## config.mk

```make
export PLATFORM = sky130hd
export DESIGN_NAME = mbist_repair_tbl
export DESIGN_NICKNAME = d
export VERILOG_FILES = /design/src/rtl/mbist_repair_tbl.sv
export SDC_FILE = /design/constraint.sdc
export NUM_CORES = 1
export LEC_CHECK = 0
export CAP_MARGIN = 20
export CORE_UTILIZATION = 50
export CTS_CLUSTER_DIAMETER = 50
export CTS_CLUSTER_SIZE = 12
export DETAILED_ROUTE_END_ITERATION = 12
export PLACE_DENSITY_LB_ADDON = 0.05
export SLEW_MARGIN = 25
export SYNTH_ARGS = -nofsm -noshare
export SYNTH_HDL_FRONTEND = slang
export SYNTH_SLANG_ARGS = --single-unit
```

## constraint.sdc

```tcl
create_clock -name clk -period 4.5 [get_ports clk]
set_clock_uncertainty 0.1 [all_clocks]
set_input_delay 0.675 -clock clk [delete_from_list [all_inputs] [get_ports clk]]
set_output_delay 0.675 -clock clk [all_outputs]
set_load 0.02 [all_outputs]
```

## src/rtl/mbist_repair_tbl.sv

```systemverilog
// Deduplicated MBIST failing-address table: spare-row lookup for functional access, valid/ready dump.
// Lookup result one cycle after func_req; dump beats hold while dump_ready is low; table frozen in DUMP.
module mbist_repair_tbl #(
  parameter int BIST_ADDR_WD = 9,
  parameter int REP_DEPTH    = 4
) (
  input  logic                    clk,
  input  logic                    rst,
  input  logic                    clear,
  input  logic                    err_valid,
  input  logic [BIST_ADDR_WD-1:0] err_addr,
  input  logic                    func_req,
  input  logic [BIST_ADDR_WD-1:0] func_addr,
  output logic                    func_valid,
  output logic [BIST_ADDR_WD-1:0] func_addr_out,
  output logic                    func_spare,
  output logic [3:0]              func_spare_idx,
  output logic [4:0]              rep_cnt,
  output logic                    rep_full,
  output logic                    rep_ovf,
  output logic                    err_drop,
  input  logic                    dump_req,
  output logic                    dump_valid,
  input  logic                    dump_ready,
  output logic [BIST_ADDR_WD-1:0] dump_data,
  output logic                    dump_last,
  output logic                    dump_busy
);
  typedef enum logic {S_IDLE, S_DUMP} state_t;

  state_t                  state_q, state_d;
  logic [BIST_ADDR_WD-1:0] ent_addr_q [REP_DEPTH];
  logic [BIST_ADDR_WD-1:0] ent_addr_d [REP_DEPTH];
  logic [REP_DEPTH-1:0]    ent_vld_q, ent_vld_d;
  logic [4:0]              cnt_q, cnt_d;
  logic                    ovf_q, ovf_d;
  logic                    drop_q, drop_d;
  logic [3:0]              ptr_q, ptr_d;
  logic                    func_valid_q, func_valid_d;
  logic [BIST_ADDR_WD-1:0] func_addr_q, func_addr_d;
  logic                    func_spare_q, func_spare_d;
  logic [3:0]              func_idx_q, func_idx_d;

  logic                    cap_hit, lk_hit, last_beat;
  logic [3:0]              lk_idx;
  logic [BIST_ADDR_WD-1:0] ptr_addr;

  // Entries are unique, so descending scan just makes the lowest index win deterministically.
  always_comb begin
    cap_hit  = 1'b0;
    lk_hit   = 1'b0;
    lk_idx   = 4'd0;
    ptr_addr = '0;
    for (int i = REP_DEPTH - 1; i >= 0; i--) begin
      if (ent_vld_q[i] && ent_addr_q[i] == err_addr) cap_hit = 1'b1;
      if (ent_vld_q[i] && ent_addr_q[i] == func_addr) begin
        lk_hit = 1'b1;
        lk_idx = 4'(i);
      end
      if (ptr_q == 4'(i)) ptr_addr = ent_addr_q[i];
    end
  end

  assign last_beat = (state_q == S_DUMP) && ({1'b0, ptr_q} == cnt_q - 5'd1);

  always_comb begin
    state_d      = state_q;
    ent_addr_d   = ent_addr_q;
    ent_vld_d    = ent_vld_q;
    cnt_d        = cnt_q;
    ovf_d        = ovf_q;
    drop_d       = drop_q;
    ptr_d        = ptr_q;
    func_valid_d = func_req;
    func_addr_d  = func_addr_q;
    func_spare_d = func_spare_q;
    func_idx_d   = func_idx_q;

    if (func_req) begin
      func_addr_d  = func_addr;
      func_spare_d = lk_hit;
      func_idx_d   = lk_idx;
    end

    if (clear) begin
      state_d = S_IDLE;
      for (int i = 0; i < REP_DEPTH; i++) ent_addr_d[i] = '0;
      ent_vld_d = '0;
      cnt_d     = 5'd0;
      ovf_d     = 1'b0;
      drop_d    = 1'b0;
      ptr_d     = 4'd0;
    end else if (state_q == S_IDLE) begin
      if (err_valid && !cap_hit) begin
        if (cnt_q < 5'(REP_DEPTH)) begin
          for (int i = 0; i < REP_DEPTH; i++) begin
            if (cnt_q == 5'(i)) begin
              ent_addr_d[i] = err_addr;
              ent_vld_d[i]  = 1'b1;
            end
          end
          cnt_d = cnt_q + 5'd1;
        end else begin
          ovf_d = 1'b1;
        end
      end
      if (dump_req && cnt_q != 5'd0) begin
        state_d = S_DUMP;
        ptr_d   = 4'd0;
      end
    end else begin
      if (err_valid) drop_d = 1'b1;
      if (dump_ready) begin
        if (last_beat) begin
          state_d = S_IDLE;
          ptr_d   = 4'd0;
        end else begin
          ptr_d = ptr_q + 4'd1;
        end
      end
    end
  end

  always_ff @(posedge clk) begin
    if (rst) begin
      state_q <= S_IDLE;
      for (int i = 0; i < REP_DEPTH; i++) ent_addr_q[i] <= '0;
      ent_vld_q    <= '0;
      cnt_q        <= 5'd0;
      ovf_q        <= 1'b0;
      drop_q       <= 1'b0;
      ptr_q        <= 4'd0;
      func_valid_q <= 1'b0;
      func_addr_q  <= '0;
      func_spare_q <= 1'b0;
      func_idx_q   <= 4'd0;
    end else begin
      state_q      <= state_d;
      ent_addr_q   <= ent_addr_d;
      ent_vld_q    <= ent_vld_d;
      cnt_q        <= cnt_d;
      ovf_q        <= ovf_d;
      drop_q       <= drop_d;
      ptr_q        <= ptr_d;
      func_valid_q <= func_valid_d;
      func_addr_q  <= func_addr_d;
      func_spare_q <= func_spare_d;
      func_idx_q   <= func_idx_d;
    end
  end

  assign func_valid     = func_valid_q;
  assign func_addr_out  = func_addr_q;
  assign func_spare     = func_spare_q;
  assign func_spare_idx = func_idx_q;
  assign rep_cnt        = cnt_q;
  assign rep_full       = (cnt_q == 5'(REP_DEPTH));
  assign rep_ovf        = ovf_q;
  assign err_drop       = drop_q;
  assign dump_busy      = (state_q == S_DUMP);
  assign dump_valid     = dump_busy;
  assign dump_data      = dump_busy ? ptr_addr : '0;
  assign dump_last      = last_beat;
endmodule

```

# Word level (Yosys, flattened, before mapping)
# Index checks and enable logic that the tools add are counted.
# W data, S select, Z words.
[totals] register_bits=67 latchBits=0 ramBits=0 rom_bits=0 inputBits=25 out_inout_bits=35 wordCells=90 n_memories=0
[classes] addsub=3 mul=0 n_div=0 n_lt_le_gt_ge=1 eq_ne=17 shifts=0 muxes=25 bitwise=2 n_reduce_logical=25
[ops] cell="$eq A9 B9 Y1" count=8
[ops] cell="$mux W9" count=5
[ops] cell="$mux W4" count=7
[ops] cell="$reduce_and A4 Y1" count=4
[ops] cell="$mux W1" count=12
[ops] cell="$logic_and A1 B1 Y1" count=11
[ops] cell="$eq A5 B2 Y1 const B" count=2
[ops] cell="$eq A4 B2 Y1 const B" count=2
[ops] cell="$reduce_and A3 Y1" count=2
[ops] cell="$add A5 B1 Y5 const B" count=1
[ops] cell="$eq A4 B5 Y1" count=1
[ops] cell="$eq A5 B1 Y1 const B" count=1
[ops] cell="$eq A5 B3 Y1 const B" count=1
[ops] cell="$logic_not A5 Y1" count=1
[ops] cell="$lt A5 B3 Y1 const B" count=1
[ops] cell="$reduce_bool A5 Y1" count=1
[ops] cell="$sub A5 B1 Y5 const B" count=1
[ops] cell="$add A4 B1 Y4 const B" count=1
[ops] cell="$eq A4 B1 Y1 const B" count=1
[ops] cell="$logic_not A4 Y1" count=1
[ops] cell="$reduce_and A2 Y1" count=2
[ops] cell="$mux W2" count=1
[ops] cell="$ne A2 B2 Y1 const B" count=1
[ops] cell="$not A1 Y1" count=2
[ops] cell="3 further kinds" count=3

# Logic depth before layout (Yosys ltp)
[logic_depth] ltp_word=9 mapped_depth=9 ltp_nobuf=8

# Worst setup path after synthesis
# Ideal clock, no wire load.
[synth_timing] path_kind="register to output" startpoint="register ptr_q[0]" endpoint="output dump_data[7]" t_arrival_ns=1.863 t_required_ns=3.725 path_slack_ns=1.862 path_stages_with_launch=8 n_path_buf=0 cell_sequence="dfxtp_1 > inv_1 > ha_1 > nor4b_2 > a222oi_1 > nor3_1 > a21oi_1 > nor2b_1"
[synth_via] elab_chain_cells=6 word_cells_on_any_way=9 classes_between="eq/ne (3); mux (5); reduce/logical (1)"
[synth_rtl] item="start, declared" line_no="38" rtl="logic [3:0] ptr_q, ptr_d;"
[synth_rtl] item="start signal, assigned" line_no="144" rtl="ptr_q <= ptr_d;"
[synth_rtl] item="$eq A4 B2 Y1" line_no="60" rtl="if (ptr_q == 4'(i)) ptr_addr = ent_addr_q[i];"
[synth_rtl] item="$mux W9 (3 in a row)" line_no="60"
[synth_rtl] item="$mux W9 (*)" line_no="60"
[synth_rtl] item="$mux W9 (*)" line_no="162" rtl="assign dump_data = dump_busy ? ptr_addr : '0;"
[synth_rtl] item="end, declared" line_no="25" rtl="output logic [BIST_ADDR_WD-1:0] dump_data,"
# Mark *: on every way between the ends. The rest lies on a longest branch, timed or not.

# Worst setup path after layout
[layout_timing] startpoint="register ptr_q[2]" endpoint="output dump_data[1]"
# Same word-level chain as after synthesis.

==> metrics <==
Sink Count=65; Post-synth EDFFs=0; Num CTS Buffers=9; Setup crit end kind=output pin; setup violators final=0; Overflow after GRT=0; setup TNS=0 ns; Synth async-reset ratio=0; Worst-path clk slew=0.08 ns; Final Hold Vio Count=0; Period minus WS final=3.70 ns; initial antenna violation count=0; DRT iter0 DRCs=246; Final period util=0.822; n_diodes=0; Final Max Slew Viols=0; Critical Path AT=2.92 ns; CP Class=reg2out; CTS tree=done; worst slack, placed=0.750 ns; root buf cell=clkbuf_8; cell taking the most area after synthesis=dfxtp_1; status=finished clean; DIE AREA=8150 um^2; final core area utilization=0.623; drt total wl=10,700 um; Post-CTS Setup Bufs=0; HPWL Detailed=7760 um; 1st-pass router iterations=5; gpl congestion=0.974; Main synth FF type=dfxtp_1; vias per inst=5.62; warnings from Yosys=0; Pwr per Cell Area=259 nW/um^2; DRC=0; clock latency on the worst-skew pair=0.35 ns; #FFs+latches synth=65; post_cts resized=0; worst vdd ir=0.152 mV; setup ws final=0.801 ns; Initial Util=0.526; syn avg cell area=8.68 um^2; nets@finish=518; fmax=270 MHz; I/O Buffers=57; final cell count without fillers=588; synth top area cells=dfxtp_1 33%, xnor2_1 12%, mux2i_1 12%; placed insts=572; worst-margin pin slew=0.987 ns; vias=3,305; Synth top area share=0.334; Pleak=1.76 nW; Post-Syn Instances=449; GRT Util Overall=0.275; RSZ-0062 raised after global routing=no; largest net degree at the start of global routing=41; most common cell in the netlist=dfxtp_1; Fill cells=651; normalized max-slew margin=0.341; CP required=3.72 ns; number of global-route vias before repair=3,220; Routed WL per cell=18.2 um; first-pass GRT wire length=17,400 um; Worst Hold Class=reg2reg; CTS hold repair buffers=0; Multi-input gate area=2380 um^2; share of layout cells above drive strength 1=0.0634; Seq/Total Area, Yosys=0.334; Distinct cells, synth=42; Startpoint Class=flip-flop; Max-Cap Viols=0; worst-path maximum fanout=9; Synth top cells by count=65 x dfxtp_1, 54 x xnor2_1, 53 x nand2_1; chip width=90.3 um; Vert. Die Dim=90.3 um; P&R area growth vs syn=18.4%; Row Count=31; H-tree Lvls=3; CTS max path bufs=2; Antenna Nets Post-Route=0; Cell Area, Synth=3900 um^2; Reg area=1300 um^2; CORE AREA=7410 um^2; IO Pins=60
## logic make-up (layout without fill, tap and decap cells)
group / after synthesis / count (layout) / share of synthesized area
other: 1 / 2 / 0.000962
AOI/OAI and AO/OA: 46 / 46 / 0.0838
and+or+nand+nor: 158 / 158 / 0.208
adders and majority gates: 9 / 9 / 0.0289
buffers and inverters: 49 / 88 / 0.0578
xor gates and xnor gates: 75 / 75 / 0.169
DFF: 65 / 65 / 0.334
muxes: 46 / 46 / 0.118
## routing by layer
metal	track usage	up-vias	share of wire
li1	-	1596	-
met1	0.368	1578	0.46
met2	0.445	114	0.46
met3	0.0556	17	0.059
met4	0.0820	0	0.019
met5	0	-	0
## through the flow
| stage | instance area, um^2 | power, mW | hold WS [ns] |
|---|---|---|---|
| floorplan | 3900 | 0.721 | 0.353 |
| global placement | 4450 | 0.776 | 0.351 |
| detailed placement | 4450 | 0.776 | 0.356 |
| CTS | 4610 | 1.20 | 0.367 |
| global route | 4610 | 1.25 | 0.397 |
| finish | 4610 | 1.20 | 0.364 |
## state kept, by name (all words and copies together), names as in the netlist
register	flops
dump_busy	1
ent_addr_q	36
ent_vld_q	4
err_drop	1
func_addr_out	9
func_spare	1
func_spare_idx	2
func_valid	1
ptr_q	4
rep_cnt	5
rep_ovf	1
## layout by cell type (no fill, tap or decap), types with 10 or more instances in the layout
cell / Yosys / routed
nor2_1: 31 / 30
xnor2_1: 54 / 54
mux2i_1: 46 / 46
xor2_1: 21 / 21
a21oi_1: 19 / 19
nor3_1: 17 / 17
inv_1: 10 / 10
dfxtp_1: 65 / 65
nand2_1: 53 / 53
nand4_1: 14 / 14
clkdlybuf4s50_1: 0 / 57
## report_power, final
part,switching (mW),internal [mW],total (mW),leakage (nW)
combinational,0.0896,0.0766,0.166,1.15
sequential,0.0124,0.586,0.598,0.527
clock,0.235,0.196,0.431,0.0818
## path summary, 6_finish.rpt
path / slack, ns / end / start / depth (start not counted)
hold / removal: 0.36 / func_spare_idx[1] / func_spare_idx[1] / 2
hold reg to reg: 0.36 / func_spare_idx[1] / func_spare_idx[1] / 2
setup reg to reg: 1.64 / ent_addr_q[2] / ent_addr_q[12] / 6
setup / recovery: 0.80 / dump_data[1] / ptr_q[2] / 8
## critical path, stage by stage, from the launching register on
cell	delay [ns]
dfxtp_1	0.40
nor2_1	0.36
buf_4	0.24
and2_1	0.40
a222oi_1	0.18
nor3_1	0.17
a21oi_1	0.07
nor2b_1	0.15
clkdlybuf4s50_1	0.61
## layout make-up
type                            count  area share
Clock inverter                      6     0.00759
Clock buffer                       10      0.0277
Multi-Input combinational cell    336       0.516
Inverter                           10     0.00813
Timing Repair Buffer               62       0.132
Tap cell                           99      0.0268
Sequential cell                    65       0.282
Power figures use the tool's default switching activity.
